[config.mk]
export PLATFORM = sky130hd
export DESIGN_NAME = seven_segment_scanner
export DESIGN_NICKNAME = d
export VERILOG_FILES = /design/src/rtl/seven_segment_scanner.sv
export SDC_FILE = /design/constraint.sdc
export NUM_CORES = 1
export LEC_CHECK = 0
export ABC_AREA = 1
export CAP_MARGIN = 10
export CELL_PAD_IN_SITES_DETAIL_PLACEMENT = 1
export CELL_PAD_IN_SITES_GLOBAL_PLACEMENT = 2
export CORE_MARGIN = 10
export CORE_UTILIZATION = 30
export CTS_CLUSTER_SIZE = 8
export DETAILED_ROUTE_END_ITERATION = 6
export GPL_ROUTABILITY_DRIVEN = 0
export GPL_TIMING_DRIVEN = 0
export PLACE_DENSITY_LB_ADDON = 0.2
export REMOVE_ABC_BUFFERS = 1
export SYNTH_ARGS = -nofsm -noshare
export SYNTH_HDL_FRONTEND = slang
export SYNTH_SLANG_ARGS = --single-unit
[constraint.sdc]
create_clock -name clock -period 1.85 [get_ports clock]
set_clock_uncertainty 0.15 [all_clocks]
set_input_delay 0.2775 -clock clock [delete_from_list [all_inputs] [get_ports clock]]
set_output_delay 0.2775 -clock clock [all_outputs]
set_load 0.01 [all_outputs]
[src/rtl/seven_segment_scanner.sv]
// Time-multiplexed 7-segment scanner with frame-aligned (tear-free) value updates.
// Optional LEADING_ZERO_BLANK_EN: blank leading zero digits above digit 0.
module seven_segment_scanner #(
  parameter int DIGITS       = 4,
  parameter int SCAN_DIV     = 25000,
  parameter int BLANK_CYCLES = 250,
  parameter int ACTIVE_LOW   = 1
) (
  input  logic                  clock,
  input  logic                  reset_n,
  input  logic                  load,
  input  logic [4*DIGITS-1:0]   value,
  output logic [6:0]            segments,
  output logic [DIGITS-1:0]     digit_en,
  output logic                  frame_done
);

  localparam int PW = $clog2(SCAN_DIV);
  localparam int IW = (DIGITS > 1) ? $clog2(DIGITS) : 1;
  localparam logic [6:0]        SEG_OFF = (ACTIVE_LOW != 0) ? 7'h7F : 7'h00;
  localparam logic [DIGITS-1:0] DIG_OFF = (ACTIVE_LOW != 0) ? {DIGITS{1'b1}} : {DIGITS{1'b0}};

  logic [1:0]          rst_sync;
  logic                rst_int_n;
  logic [PW-1:0]       prescaler;
  logic [IW-1:0]       index;
  logic [4*DIGITS-1:0] shadow;
  logic [4*DIGITS-1:0] display;
  logic                pending;
  logic                slot_end;
  logic                frame_end;
  logic [3:0]          nib;
  logic [DIGITS-1:0]   onehot;
  logic [DIGITS-1:0]   lz_mask;
  logic                blank_digit;
  logic [6:0]          seg_hi;

  function automatic logic [6:0] decode(input logic [3:0] n);
    case (n)
      4'h0: decode = 7'h7E;
      4'h1: decode = 7'h30;
      4'h2: decode = 7'h6D;
      4'h3: decode = 7'h79;
      4'h4: decode = 7'h33;
      4'h5: decode = 7'h5B;
      4'h6: decode = 7'h5F;
      4'h7: decode = 7'h70;
      4'h8: decode = 7'h7F;
      4'h9: decode = 7'h7B;
      4'hA: decode = 7'h77;
      4'hB: decode = 7'h1F;
      4'hC: decode = 7'h4E;
      4'hD: decode = 7'h3D;
      4'hE: decode = 7'h4F;
      default: decode = 7'h47;
    endcase
  endfunction

  // Assert asynchronously, release two clocks later so no flop sees a runt release.
  always_ff @(posedge clock or negedge reset_n) begin
    if (!reset_n) rst_sync <= 2'b00;
    else          rst_sync <= {rst_sync[0], 1'b1};
  end
  assign rst_int_n = rst_sync[1];

  assign slot_end  = (prescaler == PW'(SCAN_DIV - 1));
  assign frame_end = slot_end && (index == IW'(DIGITS - 1));

  always_ff @(posedge clock or negedge rst_int_n) begin
    if (!rst_int_n) begin
      prescaler <= '0;
      index     <= '0;
      shadow    <= '0;
      display   <= '0;
      pending   <= 1'b0;
    end else begin
      prescaler <= slot_end ? '0 : prescaler + 1'b1;
      if (slot_end) index <= frame_end ? '0 : index + 1'b1;
      if (load) shadow <= value;
      // A load landing on the boundary bypasses the shadow so it is not lost.
      if (frame_end && load) begin
        display <= value;
        pending <= 1'b0;
      end else if (frame_end && pending) begin
        display <= shadow;
        pending <= 1'b0;
      end else if (load) begin
        pending <= 1'b1;
      end
    end
  end

  always_comb begin
    nib         = 4'h0;
    onehot      = '0;
    blank_digit = 1'b0;
    for (int k = 0; k < DIGITS; k++) begin
      if (index == IW'(k)) begin
        nib         = display[4*k +: 4];
        onehot[k]   = 1'b1;
        blank_digit = lz_mask[k];
      end
    end
  end

`ifdef LEADING_ZERO_BLANK_EN
  // Digit k>0 blanks when it and every more-significant nibble are zero.
  always_comb begin
    logic upper_zero;
    upper_zero = 1'b1;
    lz_mask    = '0;
    for (int k = DIGITS - 1; k >= 1; k--) begin
      upper_zero = upper_zero && (display[4*k +: 4] == 4'h0);
      lz_mask[k] = upper_zero;
    end
  end
`else
  assign lz_mask = '0;
`endif

  assign seg_hi = decode(nib);

  always_ff @(posedge clock or negedge rst_int_n) begin
    if (!rst_int_n) begin
      segments   <= SEG_OFF;
      digit_en   <= DIG_OFF;
      frame_done <= 1'b0;
    end else begin
      if ((prescaler < PW'(BLANK_CYCLES)) || blank_digit) segments <= SEG_OFF;
      else segments <= (ACTIVE_LOW != 0) ? ~seg_hi : seg_hi;
      digit_en   <= (ACTIVE_LOW != 0) ? ~onehot : onehot;
      frame_done <= frame_end;
    end
  end

endmodule
==> results.py <==
metrics = {
    "timing": {
        "fin_crit_sh_pct": 105,
        "fin_hold_ws_ps": 204,
        "slew_headroom_pct": 45.8,
        "hold_viol_final": 0,
        "period_minus_slack_ps": 1940,
        "worst_slew_pin_slew_ps": 813,
        "fmax_mhz": 515,
        "final.setup.worst_slack_ps": -93.0,
        "rsz0062_at_grt": "yes",
        "setup_violations": 6,
        "drv_slew": 0,
    },
    "clocking": {
        "numClockSinks": 64,
        "clock_latency_ps": 350,
        "clock_path_buffers": 2,
        "cts_tree": "built",
        "numCtsBuffers": 9,
        "root_buffer": "clkbuf_8",
        "path_clk_slew_ps": 70,
        "htree_levels": 3,
    },
    "die": {
        "rows": 36,
        "initial_utilization_pct": 30.8,
        "io_pins": 31,
        "dieHeight_um": 120,
        "core_um2": 9770,
        "die_area_um2": 14500,
        "die_w_um": 120,
    },
    "worst_setup_path": {
        "r2r-start": "index[1]$_DFFE_PN0N_",
        "cp_data_arrival_time_ps": 2050,
        "rr_worst_depth": 10,
        "cpMostUsedCell": "buf_6",
        "cp.required_ps": 1960,
        "path_max_fanout": 7,
        "r2r_slack_ps": -90,
        "slowest_stage": "dfrtp_2",
        "r2r_end": "segments[1]$_DFF_PN1_",
        "critPathMaxStageDelay_ps": 430,
        "worst-setup-path-type": "flop to flop",
        "cp-end-kind": "flop",
        "crit_path_start_kind": "flop",
        "cp_cell_sequence": "buf_6, ha_4, a21oi_2, nand2_2, a21boi_4, buf_6, ha_1, o21ai_1, nand2_1, nand3_1",
    },
    "detailed_routing": {
        "wl_met1_um": 3650,
        "vias": 2577,
        "wl_met3_um": 229,
        "drt-pass1-iter-count": 4,
        "ant_nets": 0,
        "dr_wl_met2_um": 4110,
        "wl_um": 8120,
        "top_layer": "met4",
        "viasPerCell": 4.50,
        "wl_per_cell_um": 14.2,
        "drt-initial-drc-count": 70,
        "remaining_drc_errors": 0,
    },
    "pwr": {
        "powerDensity_nw_per_um2": 655,
        "leakagePower_nw": 2.07,
        "vdd_drop_max_mv": 0.275,
    },
    "place": {
        "hpwl_um": 4970,
        "placed_area_um2": 3440,
        "pre_cts_ws_ps": -1080,
        "io_buffers": 30,
    },
    "cells_and_area": {
        "multi_input_area_um2": 1480,
        "diodes": 0,
        "layout-drive-gt1-share_pct": 30.9,
        "final_area_um2": 4320,
        "final_net_count": 465,
        "ff_latch_area_um2": 1620,
        "nFillCells": 1153,
        "area_delta_synth_final_pct": 43.4,
    },
    "min_path": {
        "min-delay-path-class": "flop to flop",
        "worstHoldStart": "rst_sync[0]$_DFF_PN0_",
        "whs_path_depth": 0,
        "hold-path-endpoint": "rst_sync[1]$_DFF_PN0_",
    },
    "logic_synthesis": {
        "synth_edf_count": 0,
        "yosysWarnings": 0,
        "ys_types": 32,
        "ys_seq_area_share_pct": 53.6,
        "ys.flop_type": "dfrtp_1",
        "synth_common_cells": "nand2_1, dfrtp_1, inv_1, nand3_1, o21ai_0",
        "synth_top_area_share_pct": 44.0,
        "synthTopCellsByArea": "dfrtp_1, nand2_1, dfstp_2",
        "yosysMostFrequentCell": "nand2_1",
        "yosysTopAreaCell": "dfrtp_1",
        "ys_seq_elements": 64,
        "avgSynthCellArea_um2": 8.30,
        "ys_async_sr_fraction_pct": 100,
        "synth_area_um2": 3010,
        "synth_cells": 363,
    },
    "outcome": {
        "outcome": "finished with violations",
        "violations": "negative setup slack",
    },
    "grt": {
        "grt_max_degree": 63,
        "grt_usage_pct": 11.5,
        "antenna_found_initial": 0,
        "overflow": 0,
        "first_global_vias": 2769,
        "grt_pass1_wl_um": 13500,
    },
    "job": {
        "drv_cap": 0,
    },
}
logic make-up (layout without fill, tap and decap cells):
| logic type | count (synthesis) | count (layout) | share of synthesized area [%] |
|---|---|---|---|
| xor+xnor | 2 | 2 | 0.581 |
| other cells | 1 | 1 | 0.124 |
| fa+ha+maj | 11 | 11 | 4.57 |
| compound gates | 40 | 40 | 7.51 |
| simple gates | 183 | 185 | 25.4 |
| flops | 64 | 64 | 53.6 |
| buf+inv | 62 | 137 | 8.22 |
routing by layer:
metal | global-route usage [%] | vias up
met1 | 14.1 | 1253
met2 | 19.1 | 28
li1 | - | 1286
met3 | 3.07 | 10
met5 | 0 | -
met4 | 4.30 | 0
placed cells by master, fill, tap and decap left out, types with 5 or more instances in the layout:
| cell type | n |
|---|---|
| buf_6 | 14 |
| inv_4 | 5 |
| nand4_1 | 5 |
| nand2_1 | 107 |
| dfstp_2 | 11 |
| ha_4 | 7 |
| buf_4 | 21 |
| o21ai_0 | 13 |
| a21oi_1 | 9 |
| dfrtp_1 | 48 |
| dlymetal6s2s_1 | 9 |
| clkbuf_1 | 5 |
| nor2_1 | 14 |
| inv_1 | 42 |
| clkbuf_8 | 10 |
| nand3_2 | 9 |
| nand3_1 | 15 |
| nand2_2 | 18 |
| clkdlybuf4s50_1 | 19 |
critical path: cells and delay by family (launching register included):
kind / cells / cell delay, ps
AND/OR/NAND/NOR: 3 / 220
adder cells (fa/ha/maj): 2 / 360
flip-flops: 1 / 430
buffers and inverters: 2 / 290
AO/OA/AOI/OAI: 3 / 420
flip-flops by register name (all words and copies together), names as in the netlist:
register    count
digit_en        4
display        16
frame_done      1
index           2
pending         1
prescaler      15
rst_sync        2
segments        7
shadow         16
power breakdown:
group	switching, mW	total, mW	leakage (nW)	internal [mW]
Clock	0.528	1.05	0.0817	0.524
Combinational	0.152	0.276	1.21	0.123
Sequential	0.0481	1.51	0.778	1.46
area by class of cell:
class                           count  area share (%)
Clock buffer                       15            3.62
Clock inverter                      1           0.116
Inverter                           54            5.27
Multi-Input combinational cell    239            34.1
Sequential cell                    64            37.6
Tap cell                          133            3.85
Timing Repair Buffer               67            15.5
how the worst max path moves through the flow:
stage	start	slack (ps)	depth (start not counted)	endpoint
global route	index[0]$_DFFE_PN0N_	-190	10	segments[1]$_DFF_PN1_
floorplan	index[0]$_DFFE_PN0N_	-240	10	segments[3]$_DFF_PN1_
CTS	index[1]$_DFFE_PN0N_	-50	10	segments[3]$_DFF_PN1_
global placement	load	-1070	6	display[0]$_DFFE_PN0N_
finish	index[1]$_DFFE_PN0N_	-90	10	segments[1]$_DFF_PN1_
detailed placement	load	-1080	6	display[4]$_DFFE_PN0N_
stage by stage:
| stage | TNS (ps) | cells | power (mW) | utilization, % |
|---|---|---|---|---|
| 2_1_floorplan | -10970 | 355 | 1.64 | - |
| 4_1_cts | -151 | 564 | 2.84 | 41.5 |
| 3_3_place_gp | -84330 | 518 | 1.73 | 35.2 |
| 3_5_place_dp | -27670 | 518 | 1.74 | 35.2 |
| 6_report | -339 | 573 | 2.83 | 44.2 |
| 5_1_grt | -1160 | 573 | 3.01 | 44.2 |
timing repair:
| item | CTS | global route |
|---|---|---|
| hold buffers | 1 | 0 |
| hold endpoints to repair | 2 | 0 |
| buffers inserted | 28 | 9 |
| resized for setup | 59 | 68 |
| pin swaps | 17 | 15 |
| cloned | 1 | 1 |
| setup endpoints to repair | 39 | 39 |
Note: power is estimated with default switching activity, not from simulation.
